$ cat src/rtl/rgb_playback_ctrl.sv
// Colour-word sequencer: pops FIFO words, splits them into R/G/B duties and
// holds each word for a programmable number of PWM periods.
module rgb_playback_ctrl #(
    parameter int DATA_W  = 12,
    parameter int DWELL_W = 4,
    parameter int CNT_W   = 8
) (
    input  logic                clk,
    input  logic                rst,
    input  logic                tick,
    input  logic                start,
    input  logic                stop,
    input  logic                step,
    input  logic                mode,
    input  logic [DWELL_W-1:0]  dwell,
    input  logic                fifo_empty,
    input  logic [DATA_W-1:0]   fifo_rddata,
    output logic                fifo_rden,
    output logic [DATA_W/3-1:0] duty_r,
    output logic [DATA_W/3-1:0] duty_g,
    output logic [DATA_W/3-1:0] duty_b,
    output logic                busy,
    output logic                underrun,
    output logic [CNT_W-1:0]    word_cnt
);

    localparam int N = DATA_W / 3;

    typedef enum logic [2:0] {
        IDLE, FETCH, WAIT_DATA, LOAD, HOLD, PAUSE, STARVE
    } state_t;

    state_t             state_q, state_d;
    logic               mode_q, mode_d;
    logic [DATA_W-1:0]  word_q, word_d;
    logic               underrun_q, underrun_d;
    logic [CNT_W-1:0]   cnt_q, cnt_d;
    logic [DWELL_W-1:0] dwell_cnt_q, dwell_cnt_d;
    logic [DWELL_W-1:0] limit_q, limit_d;
    logic               rden;

    always_ff @(posedge clk or negedge rst) begin
        if (!rst) begin
            state_q     <= IDLE;
            mode_q      <= 1'b0;
            word_q      <= '0;
            underrun_q  <= 1'b0;
            cnt_q       <= '0;
            dwell_cnt_q <= '0;
            limit_q     <= '0;
        end else begin
            state_q     <= state_d;
            mode_q      <= mode_d;
            word_q      <= word_d;
            underrun_q  <= underrun_d;
            cnt_q       <= cnt_d;
            dwell_cnt_q <= dwell_cnt_d;
            limit_q     <= limit_d;
        end
    end

    always_comb begin
        state_d     = state_q;
        mode_d      = mode_q;
        word_d      = word_q;
        underrun_d  = underrun_q;
        cnt_d       = cnt_q;
        dwell_cnt_d = dwell_cnt_q;
        limit_d     = limit_q;
        rden        = 1'b0;

        // stop overrides everything, including a same-cycle start or a pending read
        if (stop) begin
            state_d = IDLE;
            word_d  = '0;
        end else begin
            case (state_q)
                IDLE: begin
                    if (start) begin
                        state_d    = FETCH;
                        mode_d     = mode;
                        cnt_d      = '0;
                        underrun_d = 1'b0;
                    end
                end
                FETCH: begin
                    if (!fifo_empty) begin
                        rden    = 1'b1;
                        state_d = WAIT_DATA;
                    end else if (mode_q) begin
                        underrun_d = 1'b1;
                        state_d    = STARVE;
                    end else begin
                        state_d = PAUSE;
                    end
                end
                WAIT_DATA: state_d = LOAD;
                LOAD: begin
                    word_d      = fifo_rddata;
                    cnt_d       = cnt_q + CNT_W'(1);
                    limit_d     = (dwell == '0) ? DWELL_W'(1) : dwell;
                    dwell_cnt_d = '0;
                    state_d     = HOLD;
                end
                HOLD: begin
                    if (tick) begin
                        dwell_cnt_d = dwell_cnt_q + DWELL_W'(1);
                        if (dwell_cnt_d == limit_q)
                            state_d = mode_q ? FETCH : PAUSE;
                    end
                end
                PAUSE: begin
                    if (step)
                        state_d = FETCH;
                end
                STARVE: begin
                    if (!fifo_empty) begin
                        rden    = 1'b1;
                        state_d = WAIT_DATA;
                    end
                end
                default: state_d = IDLE;
            endcase
        end
    end

    assign fifo_rden = rden;
    assign duty_r    = word_q[N-1:0];
    assign duty_g    = word_q[2*N-1:N];
    assign duty_b    = word_q[3*N-1:2*N];
    assign busy      = (state_q != IDLE);
    assign underrun  = underrun_q;
    assign word_cnt  = cnt_q;

endmodule

$ cat config.mk
export PLATFORM = sky130hd
export DESIGN_NAME = rgb_playback_ctrl
export DESIGN_NICKNAME = d
export VERILOG_FILES = /design/src/rtl/rgb_playback_ctrl.sv
export SDC_FILE = /design/constraint.sdc
export NUM_CORES = 1
export LEC_CHECK = 0
export CORE_ASPECT_RATIO = 0.6
export CORE_UTILIZATION = 40
export DETAILED_ROUTE_END_ITERATION = 6
export HOLD_SLACK_MARGIN = 0.03
export PLACE_DENSITY = 0.71
export SKIP_CTS_REPAIR_TIMING = 1
export SLEW_MARGIN = 20
export SYNTH_ARGS = -nofsm -noshare
export SYNTH_HDL_FRONTEND = slang
export SYNTH_SLANG_ARGS = --single-unit
$ cat constraint.sdc
create_clock -name clk -period 1.95 [get_ports clk]
set_clock_uncertainty 0.1 [all_clocks]
set_input_delay 0.195 -clock clk [delete_from_list [all_inputs] [get_ports clk]]
set_output_delay 0.195 -clock clk [all_outputs]
set_load 0.01 [all_outputs]
Word level (Yosys, flattened, before mapping) --
Index checks and enable logic that the tools add are counted.
Operators by class: bitwise operators 1, reduce and logical (&&, ||, !) cells 14, muxes and demuxes 24, equal/unequal tests 16, $add $sub $neg 2
Operators by type and width (count):
- two-way mux 12 bit | 2
- two-way mux 3 bit | 8
- case mux 3 bit (7 select lines) | 1
- case mux 8 bit (2 select lines) | 1
- != test 3 bit, second input constant | 5
- AND reduction 5 bit | 2
- == test 3 bit, second input constant | 3
- AND reduction 3 bit | 3
- adder 8 x 1 -> 8 bit, second input constant | 1
- two-way mux 4 bit | 2
- two-way mux 8 bit | 1
- != test 2 bit, second input constant | 4
- case mux 4 bit (2 select lines) | 1
- nonzero test 2 bit | 4
- == test 3 x 2 -> 1 bit, second input constant | 2
- two-way mux 1 bit | 6
- adder 4 x 1 -> 4 bit, second input constant | 1
- == test 4 bit | 1
- zero test 4 bit | 1
- == test 3 x 1 -> 1 bit, second input constant | 1
- zero test 3 bit | 1
- nonzero test 3 bit | 1
- two-way mux 2 bit | 1
- case mux 1 bit (2 select lines) | 1
- 3 further kinds | 3
Word-level totals: register bits 33, logic and storage cells 64, input port bits 24, output and inout bits 23

Longest topological paths before layout --
Gate-level depths: netlist (run 1).
word-level depth 6, mapped depth 6, mapped depth without buffers 5

Worst setup path before layout (run 1) --
Ideal clock, no wire load.
kind register to register, start point reg state_q[0], end point reg cnt_q[7], in the netlist word_cnt[7], stages on the path, launching flop included 6, setup slack 0.051 ns, arrival 1.721 ns, path buffers 1, setup time 0.078 ns, clock period less this slack 1.899 ns, path through dfrtp_1 -> buf_6 -> or3b_4 -> a2111oi_4 -> or3b_1 -> a21oi_1
Between the ends: longest elaborated chain between the ends 3, elaborated cells between the ends (all ways) 6, classes of those cells 2 x eq/ne; 1 x mux; 3 x reduce/logical
Ends and longest elaborated chain:
- start, declared | RTL line 33 | state_t state_q, state_d;
- start signal, assigned | RTL line 52 | state_q <= state_d;
- == test 3 x 2 -> 1 bit / zero test 3 bit (equally long branches) | RTL line 77 | case (state_q)
- nonzero test 2 bit (no line) / != test 2 bit (equally long branches)
- AND reduction 3 bit (no line)
- end signal, assigned | RTL line 56 | cnt_q <= cnt_d;
- end, declared | RTL line 37 | logic [CNT_W-1:0] cnt_q, cnt_d;
Parallel ways exist; a longest one is shown, timed or not. A chain may end at the register's enable or synchronous reset.

Worst setup path in the final report (run 1) --
start point in start, end point reg cnt_q[7], in the netlist word_cnt[7]
Between the ends: longest elaborated chain between the ends 2
Ends and longest elaborated chain:
- start, declared | RTL line 11 | input logic start,
- != test 2 bit (no line)
- AND reduction 3 bit (no line)
Every way passes these cells.

==> results.md, run 1 <==
* Status: finished, final reports clean
* Clock Sinks at 33
* R2R Path End: word_cnt[7]
* Multi-input gate area at 832 sq um
* Period minus WS final at 1.86 ns
* CTS tree: done
* Switching share of total power at 33.0%
* Worst path required time at 2.06 ns
* Via density at 5.04
* H-tree depth at 2
* Port Buffers at 46
* Post-synthesis compound-gate area fraction at 15.4%
* Area share of xor/xnor cells in the synthesized design at 5.18%
* Final Hold Viols at 0
* Detailed-route via count at 1498
* Critical Path Source Type: input port
* DP Cell Count at 289
* CP bufs+invs at 1
* Gr ovfl total at 0
* Crit. End Element: flop
* TritonCTS buffer count at 5
* Max Root-Sink Buffers at 2
* Count leader, synth: nand2_1
* Vias in the first global route at 1333
* Mux contribution to synthesized area at 5.18%
* I/O pin count at 47
* Synth Flop Type: dfrtp_1
* Worst-Margin Slew at 0.470 ns
* Commonest cells post-synth: 35 x nand2_1, 33 x dfrtp_1, 21 x a21oi_1
* Mapped Cells at 178
* Top cell type's share of synthesized area at 48.9%
* Synthesis-to-finish area growth at 44.0%
* Clk slew on worst S/H paths at 0.07 ns
* DR iter-0 viols at 91
* Slew Limit Fails at 0
* GRT Util Overall at 19.7%
* Syn Nets at 204
* Finished Layout Cells at 297
* # diodes at 0
* Fin crit share at 95.3%
* Max stage delay on crit path at 0.50 ns
* Chip Height at 52.4 microns
* FF-to-FF path depth at 4
* Hold WC Path Type: in2async
* DP HPWL at 2.94 mm
* Worst Path Max Fanout at 3
* Cell Area, Synth at 0.00169 sq mm
* Total number of yosys warnings at 0
* Max VDD drop at 0.483 mV
* Sequential area share after synthesis at 48.9%
* WL per Instance at 13.5 microns
* Chip Width at 85.9 microns
* Die area at 0.00450 sq mm
* Max Clock Freq at 538 MHz
* Worst Path Class, Setup: in2reg
* Reg2reg setup slack at 0.09 ns
* GP Congestion at 0.835
* Switching component of the power at 0.000784 W
* Avg Synthesized Cell Area at 9.50 sq um
* # DRC at 0
* Setup TNS at 0 ns
* Critical-path top delay cell: clkdlybuf4s50_1
* Setup Viol. Count Final at 0
* Number of routed nets with antenna violations at 0
* RSZ-0062 raised after global routing: no
* Core Rows at 17
* Routed wire length at 4.00 mm
* Drt pass-1 iters at 4
* Nets@finish at 265
* Comb pwr share at 38.0%
* Max Cap Viol at 0
* Initial Util at 43.9%
* Post-synth EDFFs at 0
* Root buf cell: clkbuf_8
* Reg area at 827 sq um
* Largest family of logic cells by synthesized area: simple AND/OR/NAND/NOR gates
* Proportion of layout cells with a drive suffix above 1 at 16.7%
* Part of the power in the clock network at 23.8%
* Simple-gate portion of the synthesized area at 20.8%
* R2r startpoint: state_q[0]
* Count of different cell masters after synthesis at 42
* Post-synth ARST share at 100%
* First-pass GRT wire length at 6.56 mm
* Seq pwr share at 38.2%
* Pint at 0.00159 W
* Fill count at 357
* Crit-path cells: clkdlybuf4s50_1, or3b_4, a2111oi_4, or3b_1, a21oi_1
* Register bit total from synthesis at 33
* Leak at 1.03 nW
* Pwr Density at 977 mW/mm^2
* Arrival time at the worst endpoint at 1.97 ns
* CP delay by family, top: simple AND/OR/NAND/NOR gates
* Area leader, netlist: dfrtp_1
* Initial antenna violation count at 0
* Core box area at 0.00385 sq mm
* Largest net degree at the start of global routing at 34
* Leading post-synthesis cells by cell area: dfrtp_1 49%, nand2_1 7.8%, a21oi_1 6.2%
* Adder-Cell Fraction of Synth Area at 1.48%
* Slew HR at 68.3%
* Worst skew pair latency at 0.28 ns
## power groups by stage
stage,logic (W),clock network [W],registers (W)
after floorplan,0.000557,0,0.000895
after global placement,0.000868,0,0.000917
after detailed placement,0.000882,0,0.000919
after CTS,0.000885,0.000587,0.000905
after global routing,0.000990,0.000624,0.000921
final,0.000904,0.000566,0.000909
## worst reg2reg max path, cell delays in order (launching register included)
cell       delay, ns
dfrtp_1         0.40
or3b_4          0.43
a2111oi_4       0.31
or3b_1          0.37
a21oi_1         0.16
## area by class of cell
class                   instances  area share, %
clock inverters                 1          0.206
multi-input cells             133           34.2
repair buffers                 63           24.3
clock buffers                   7           3.96
well taps                      57           2.93
flip-flops and latches         33           34.0
inverters                       3          0.463
## state kept, by name (all words and copies together) (netlist names)
name / cells
underrun: 1
dwell_cnt_q: 4
limit_q: 4
word_cnt: 8
state_q: 3
word_q: 12
mode_q: 1
## layout by cell type, fill, tap and decap left out, drive strengths merged, types with 2 or more instances in the layout
cell type      count
clkdlybuf4s50     45
nand2             35
dfrtp             33
a21oi             21
buf               17
nor2              14
clkbuf             7
xnor2              6
mux2               6
nor3               5
nand3              4
xor2               4
o21ai              4
inv                3
nor2b              2
nand2b             2
a21o               2
mux2i              2
a22o               2
ha                 2
or3b               2
or2                2
## layer usage
layer  part of all wire [%]  wire (microns)  global-route usage [%]  vias to the layer above
li1                       -               -                       -                      742
met1                     53            2110                    30.5                      707
met2                     40            1590                    25.5                       44
met3                    6.5             261                    5.35                        5
met4                   0.80              32                    6.67                        0
met5                      0               0                       0                        -
## worst max path at each step
stage	from	end	slack, ns	depth (start not counted)
after floorplan	state_q[0]	word_cnt[7]	0.05	5
after global placement	start	word_cnt[7]	-0.20	5
after detailed placement	start	word_cnt[7]	-0.23	5
after CTS	state_q[0]	fifo_rden	-0.21	5
after global routing	state_q[1]	word_cnt[7]	0.002	4
final	start	word_cnt[7]	0.09	5
## logic make-up (layout without fill, tap and decap cells)
kind of cell,after synthesis,in the layout
and+or+nand+nor,74,74
AOI/OAI and AO/OA,39,39
DFF,33,33
buffers and inverters,12,74
xor gates and xnor gates,10,10
muxes,8,8
adders and majority gates,2,2
## metrics by stage
stage | total power (W) | setup WS (ns) | hold WS (ns) | instance area [sq um] | util, %
final | 0.00238 | 0.0910 | 0.229 | 2430 | 63.2
after global routing | 0.00253 | 0.00176 | 0.255 | 2430 | 63.2
after CTS | 0.00238 | -0.208 | 0.229 | 2410 | 62.6
after detailed placement | 0.00180 | -0.233 | 0.418 | 2310 | 60.0
after global placement | 0.00179 | -0.198 | 0.410 | 2310 | 60.0
after floorplan | 0.00145 | 0.0514 | -0.201 | 1690 | -
Note: power is estimated with default switching activity, not from simulation.
==> inputs of run 2 (changes only) <==
==> constraint.sdc (replaced) <==
create_clock -name clk -period 1.6 [get_ports clk]
set_clock_uncertainty 0.1 [all_clocks]
set_input_delay 0.16 -clock clk [delete_from_list [all_inputs] [get_ports clk]]
set_output_delay 0.16 -clock clk [all_outputs]
set_load 0.01 [all_outputs]
==> run 2 against run 1 <==
The flow now finishes with violations (setup timing). Die area is the same. Via count increased by 5.3%. Register-to-register slack lost 0.31 ns. Non-clock buffer count grew 18. Clock power is 11% higher. Largest cell class unchanged. Largest power group is now combinational logic. Highest routed layer unchanged.
==> results.md, run 2 (same netlist as run 1, synthesis figures left out) <==
* Worst-Margin Slew at 0.425 ns
* Violated checks: setup timing
* Final Util at 68.1%
* Worst Path Class, Setup: reg2reg
* Fill count at 320
* I/O pin count at 47
* GRT Util Overall at 20.5%
* TritonCTS buffer count at 5
* GP Congestion at 0.843
* Worst path required time at 1.71 ns
* Initial antenna violation count at 0
* Reg area at 827 sq um
* Pwr Density at 1190 mW/mm^2
* DP Cell Count at 305
* Number of routed nets with antenna violations at 0
* Crit. End Element: flop
* Clock Sinks at 33
* Most frequent cells in the layout: 41 x clkdlybuf4s50_1, 34 x nand2_1, 32 x dfrtp_1, 32 x buf_4, 19 x a21oi_1
* FF-to-FF path depth at 4
* Status: finished with violations
* Chip Height at 52.4 microns
* CTS tree: done
* WHS at 0.175 ns
* Proportion of layout cells with a drive suffix above 1 at 24.5%
* WL per Instance at 13.4 microns
* Period minus WS final at 1.82 ns
* Largest net degree at the start of global routing at 34
* Root buf cell: clkbuf_8
* Leak at 1.17 nW
* Vias in the first global route at 1451
* Via density at 5.03
* Fin crit share at 114%
* Critical Path Source Type: flop
* Slew HR at 71.7%
* RSZ-0062 raised after global routing: yes
* Max Clock Freq at 550 MHz
* Arrival time at the worst endpoint at 1.93 ns
* Detailed-route via count at 1578
* DR iter-0 viols at 53
* Worst skew pair latency at 0.28 ns
* Core box area at 0.00385 sq mm
* Initial Util at 43.9%
* Place WS at -0.448 ns
* Hold WC Path Type: in2async
* Reg2reg setup slack at -0.22 ns
* Die area at 0.00450 sq mm
* Synthesis-to-finish area growth at 55.1%
* First-pass GRT wire length at 6.84 mm
* Routed wire length at 4.22 mm
* Most common cell after layout, fill and taps aside: clkdlybuf4s50_1
* Slew Limit Fails at 0
* Biggest register: word_q
* Max Root-Sink Buffers at 2
* Drt pass-1 iters at 6
* H-tree depth at 2
* Multi-input gate area at 886 sq um
* R2R Path End: word_cnt[7]
* Finished Layout Cells at 314
* Gr ovfl total at 0
* Core Rows at 17
* # diodes at 0
* # DRC at 0
* R2r startpoint: state_q[1]
* Clk slew on worst S/H paths at 0.07 ns
* Crit path from: state_q[1]
* Port Buffers at 46
* Chip Width at 85.9 microns
* Worst Path Max Fanout at 3
* Max reg flops at 12
* Final Hold Viols at 0
* Max Cap Viol at 0
* DP HPWL at 3.07 mm
* Nets@finish at 283
* Max VDD drop at 0.790 mV
* Setup Viol. Count Final at 6
* Final setup margin at -0.217 ns
* CP endpoint: word_cnt[7]
* Setup TNS at -0.685 ns
==> run 2: through the flow <==
stage | power, W | cell area [sq um]
finish | 0.00313 | 2620
global route | 0.00333 | 2620
CTS | 0.00298 | 2520
detailed placement | 0.00235 | 2440
global placement | 0.00231 | 2440
floorplan | 0.00178 | 1700
==> run 2: worst min path at each step <==
stage / from / endpoint / slack (ns) / cells past startpoint
global placement: word_q[11] / word_q[11] / 0.41 / 2
global route: rst / word_q[2] / 0.21 / 2
CTS: rst / underrun / 0.19 / 2
floorplan: rst / dwell_cnt_q[0] / -0.24 / 0
finish: rst / word_q[2] / 0.18 / 2
detailed placement: word_q[4] / word_q[4] / 0.41 / 2
==> run 2: area by class of cell <==
| type | instances | share of cell area (%) |
|---|---|---|
| Sequential cell | 33 | 31.6 |
| Inverter | 3 | 0.430 |
| Tap cell | 57 | 2.72 |
| Multi-Input combinational cell | 133 | 33.8 |
| Timing Repair Buffer | 81 | 28.2 |
| Clock buffer | 7 | 3.29 |
==> run 2: power breakdown <==
part / internal (W) / switching [W]
clock: 0.000341 / 0.000290
combinational: 0.000782 / 0.000625
sequential: 0.000972 / 0.000120
total: 0.00210 / 0.00103
==> run 2: critical path: stages, from the launching register on <==
cell and delay (ns):
dfrtp_1 0.40, or3b_4 0.44, a2111oi_4 0.31, or3b_1 0.37, a21oi_1 0.12
==> run 2: per-layer routing <==
metal | track usage (%) | up-vias | wire (microns)
met1 | 30.6 | 740 | 2170
met3 | 5.67 | 6 | 206
met4 | 6.39 | 0 | 34
met2 | 28.3 | 51 | 1800
li1 | - | 781 | -
met5 | 0 | - | 0
==> inputs of run 3 (changes only) <==
--- a/config.mk
+++ b/config.mk
@@ -8,6 +8,7 @@
 export CORE_ASPECT_RATIO = 0.6
 export CORE_UTILIZATION = 40
 export DETAILED_ROUTE_END_ITERATION = 6
+export GPL_TIMING_DRIVEN = 0
 export HOLD_SLACK_MARGIN = 0.03
 export PLACE_DENSITY = 0.71
 export SKIP_CTS_REPAIR_TIMING = 1
==> run 3 against run 2 <==
The run still ends with setup timing left. Non-clock buffer count is 14 lower. Final cell count fell by 4.5%. Highest routed layer unchanged. Via count down 4.8%. Critical path depth rose by 1. Critical endpoint unchanged. Hold slack worse by 0.0071 ns. Register-to-register slack worse by 0.15 ns.
==> results.md, run 3 (same netlist as run 1, synthesis figures left out) <==
* Status: finished with violations
* Violated checks: setup timing
* Core box area at 0.00385 sq mm
* Worst skew pair latency at 0.28 ns
* Multi-input gate area at 925 sq um
* Chip Height at 52.4 microns
* RSZ-0062 raised after global routing: yes
* Seq pwr share at 36.1%
* Most frequent cells in the layout: 44 x clkdlybuf4s50_1, 35 x nand2_1, 31 x dfrtp_1
* Max VDD drop at 0.800 mV
* First-pass GRT wire length at 6.45 mm
* Vias in the first global route at 1283
* Max reg flops at 12
* Final setup margin at -0.371 ns
* Fill count at 306
* Number of routed nets with antenna violations at 0
* Reg area at 828 sq um
* Fin crit share at 123%
* WHS at 0.168 ns
* WL per Instance at 14.2 microns
* Max Clock Freq at 507 MHz
* Period minus WS final at 1.97 ns
* Worst-Margin Slew at 0.404 ns
* TritonCTS buffer count at 5
* DP HPWL at 2.97 mm
* Slew Limit Fails at 0
* Worst Path Class, Setup: reg2reg
* Core Rows at 17
* Initial Util at 43.9%
* Worst Path Max Fanout at 6
* Placed Area at 0.00224 sq mm
* Arrival time at the worst endpoint at 2.09 ns
* Finished Layout Cells at 300
* Pint at 0.00206 W
* Largest net degree at the start of global routing at 25
* Clk slew on worst S/H paths at 0.06 ns
* Crit. End Element: flop
* Worst path required time at 1.72 ns
* Switching component of the power at 0.00106 W
* Gr ovfl total at 0
* Die area at 0.00450 sq mm
* Most common cell after layout, fill and taps aside: clkdlybuf4s50_1
* H-tree depth at 2
* Power Total at 0.00312 W
* Nets@finish at 269
* Max Root-Sink Buffers at 2
* Setup Viol. Count Final at 8
* Via density at 5.01
* CTS tree: done
* Critical Path Source Type: flop
* Finished layout cell area at 0.00256 sq mm
* Switching share of total power at 34.0%
* Hold WC Path Type: in2async
* Clock Sinks at 33
* DP Cell Count at 282
* # DRC at 0
* Root buf cell: clkbuf_8
* # diodes at 0
* Initial antenna violation count at 0
* Leak at 1.06 nW
* Synthesis-to-finish area growth at 51.2%
* GP Congestion at 0.790
* Part of the power in the clock network at 19.9%
* Chip Width at 85.9 microns
* Routed wire length at 4.27 mm
* Max Cap Viol at 0
* Slew HR at 72.7%
* Drt pass-1 iters at 4
* Biggest register: word_q
* Comb pwr share at 44.0%
* Detailed-route via count at 1503
* Port Buffers at 46
* Proportion of layout cells with a drive suffix above 1 at 22.6%
* Pwr Density at 1220 mW/mm^2
* I/O pin count at 47
* Final Hold Viols at 0
* GRT Util Overall at 19.3%
* DR iter-0 viols at 78
-- run 3: changes by cell type in the layout (fill, tap and decap cells not counted), moves of 2 or more --
cell / previous run / this run
clkdlybuf4s50_1: 41 / 44
clkbuf_2: 0 / 2
dlymetal6s2s_1: 4 / 1
buf_4: 32 / 13
-- run 3: final cells by class --
class / count / share of cell area (%)
Buffer: 9 / 2.79
Timing Repair Buffer: 58 / 22.0
Tap cell: 57 / 2.79
Clock buffer: 7 / 3.38
Inverter: 3 / 0.441
Sequential cell: 33 / 32.4
Multi-Input combinational cell: 133 / 36.2
-- run 3: final timing paths --
| path | start | end | slack, ns | depth (start not counted) |
|---|---|---|---|---|
| min in group clk | fifo_rddata[4] | word_q[4] | 0.31 | 3 |
| setup reg to reg | state_q[0] | word_cnt[7] | -0.37 | 5 |
| hold reg to reg | word_q[4] | word_q[4] | 0.42 | 2 |
| setup / recovery | state_q[0] | word_cnt[7] | -0.37 | 5 |
| max in group asynchronous | rst | state_q[2] | 0.81 | 3 |
| hold / removal | rst | word_q[5] | 0.17 | 2 |
-- run 3: metrics by stage --
step | setup slack [ns] | TNS, ns | utilization [%]
after floorplan | -0.249 | -0.466 | -
after global placement | -0.573 | -23.94 | 57.9
after detailed placement | -0.563 | -9.44 | 58.3
after CTS | -0.777 | -6.94 | 60.5
after global routing | -0.405 | -2.19 | 66.4
final | -0.371 | -1.49 | 66.4
-- run 3: layer usage --
metal / global-route usage (%) / up-vias / routed length (microns)
li1: - / 743 / -
met2: 24.6 / 47 / 1740
met4: 5.83 / 0 / 47
met5: 0 / - / 0
met1: 30.3 / 706 / 2220
met3: 5.51 / 7 / 260
-- run 3: power groups by stage --
stage	registers [W]	logic, W	clock network (W)
5_1_grt	0.00114	0.00147	0.000680
4_1_cts	0.00109	0.00101	0.000638
3_3_place_gp	0.00110	0.000986	0
2_1_floorplan	0.00109	0.000689	0
6_report	0.00113	0.00137	0.000619
3_5_place_dp	0.00111	0.00100	0
-- run 3: critical path, cell delays in order, from the launching register on --
cell       delay (ns)
dfrtp_1          0.37
buf_6            0.12
or3b_4           0.39
a2111oi_4        0.38
or3b_4           0.42
a21oi_2          0.11
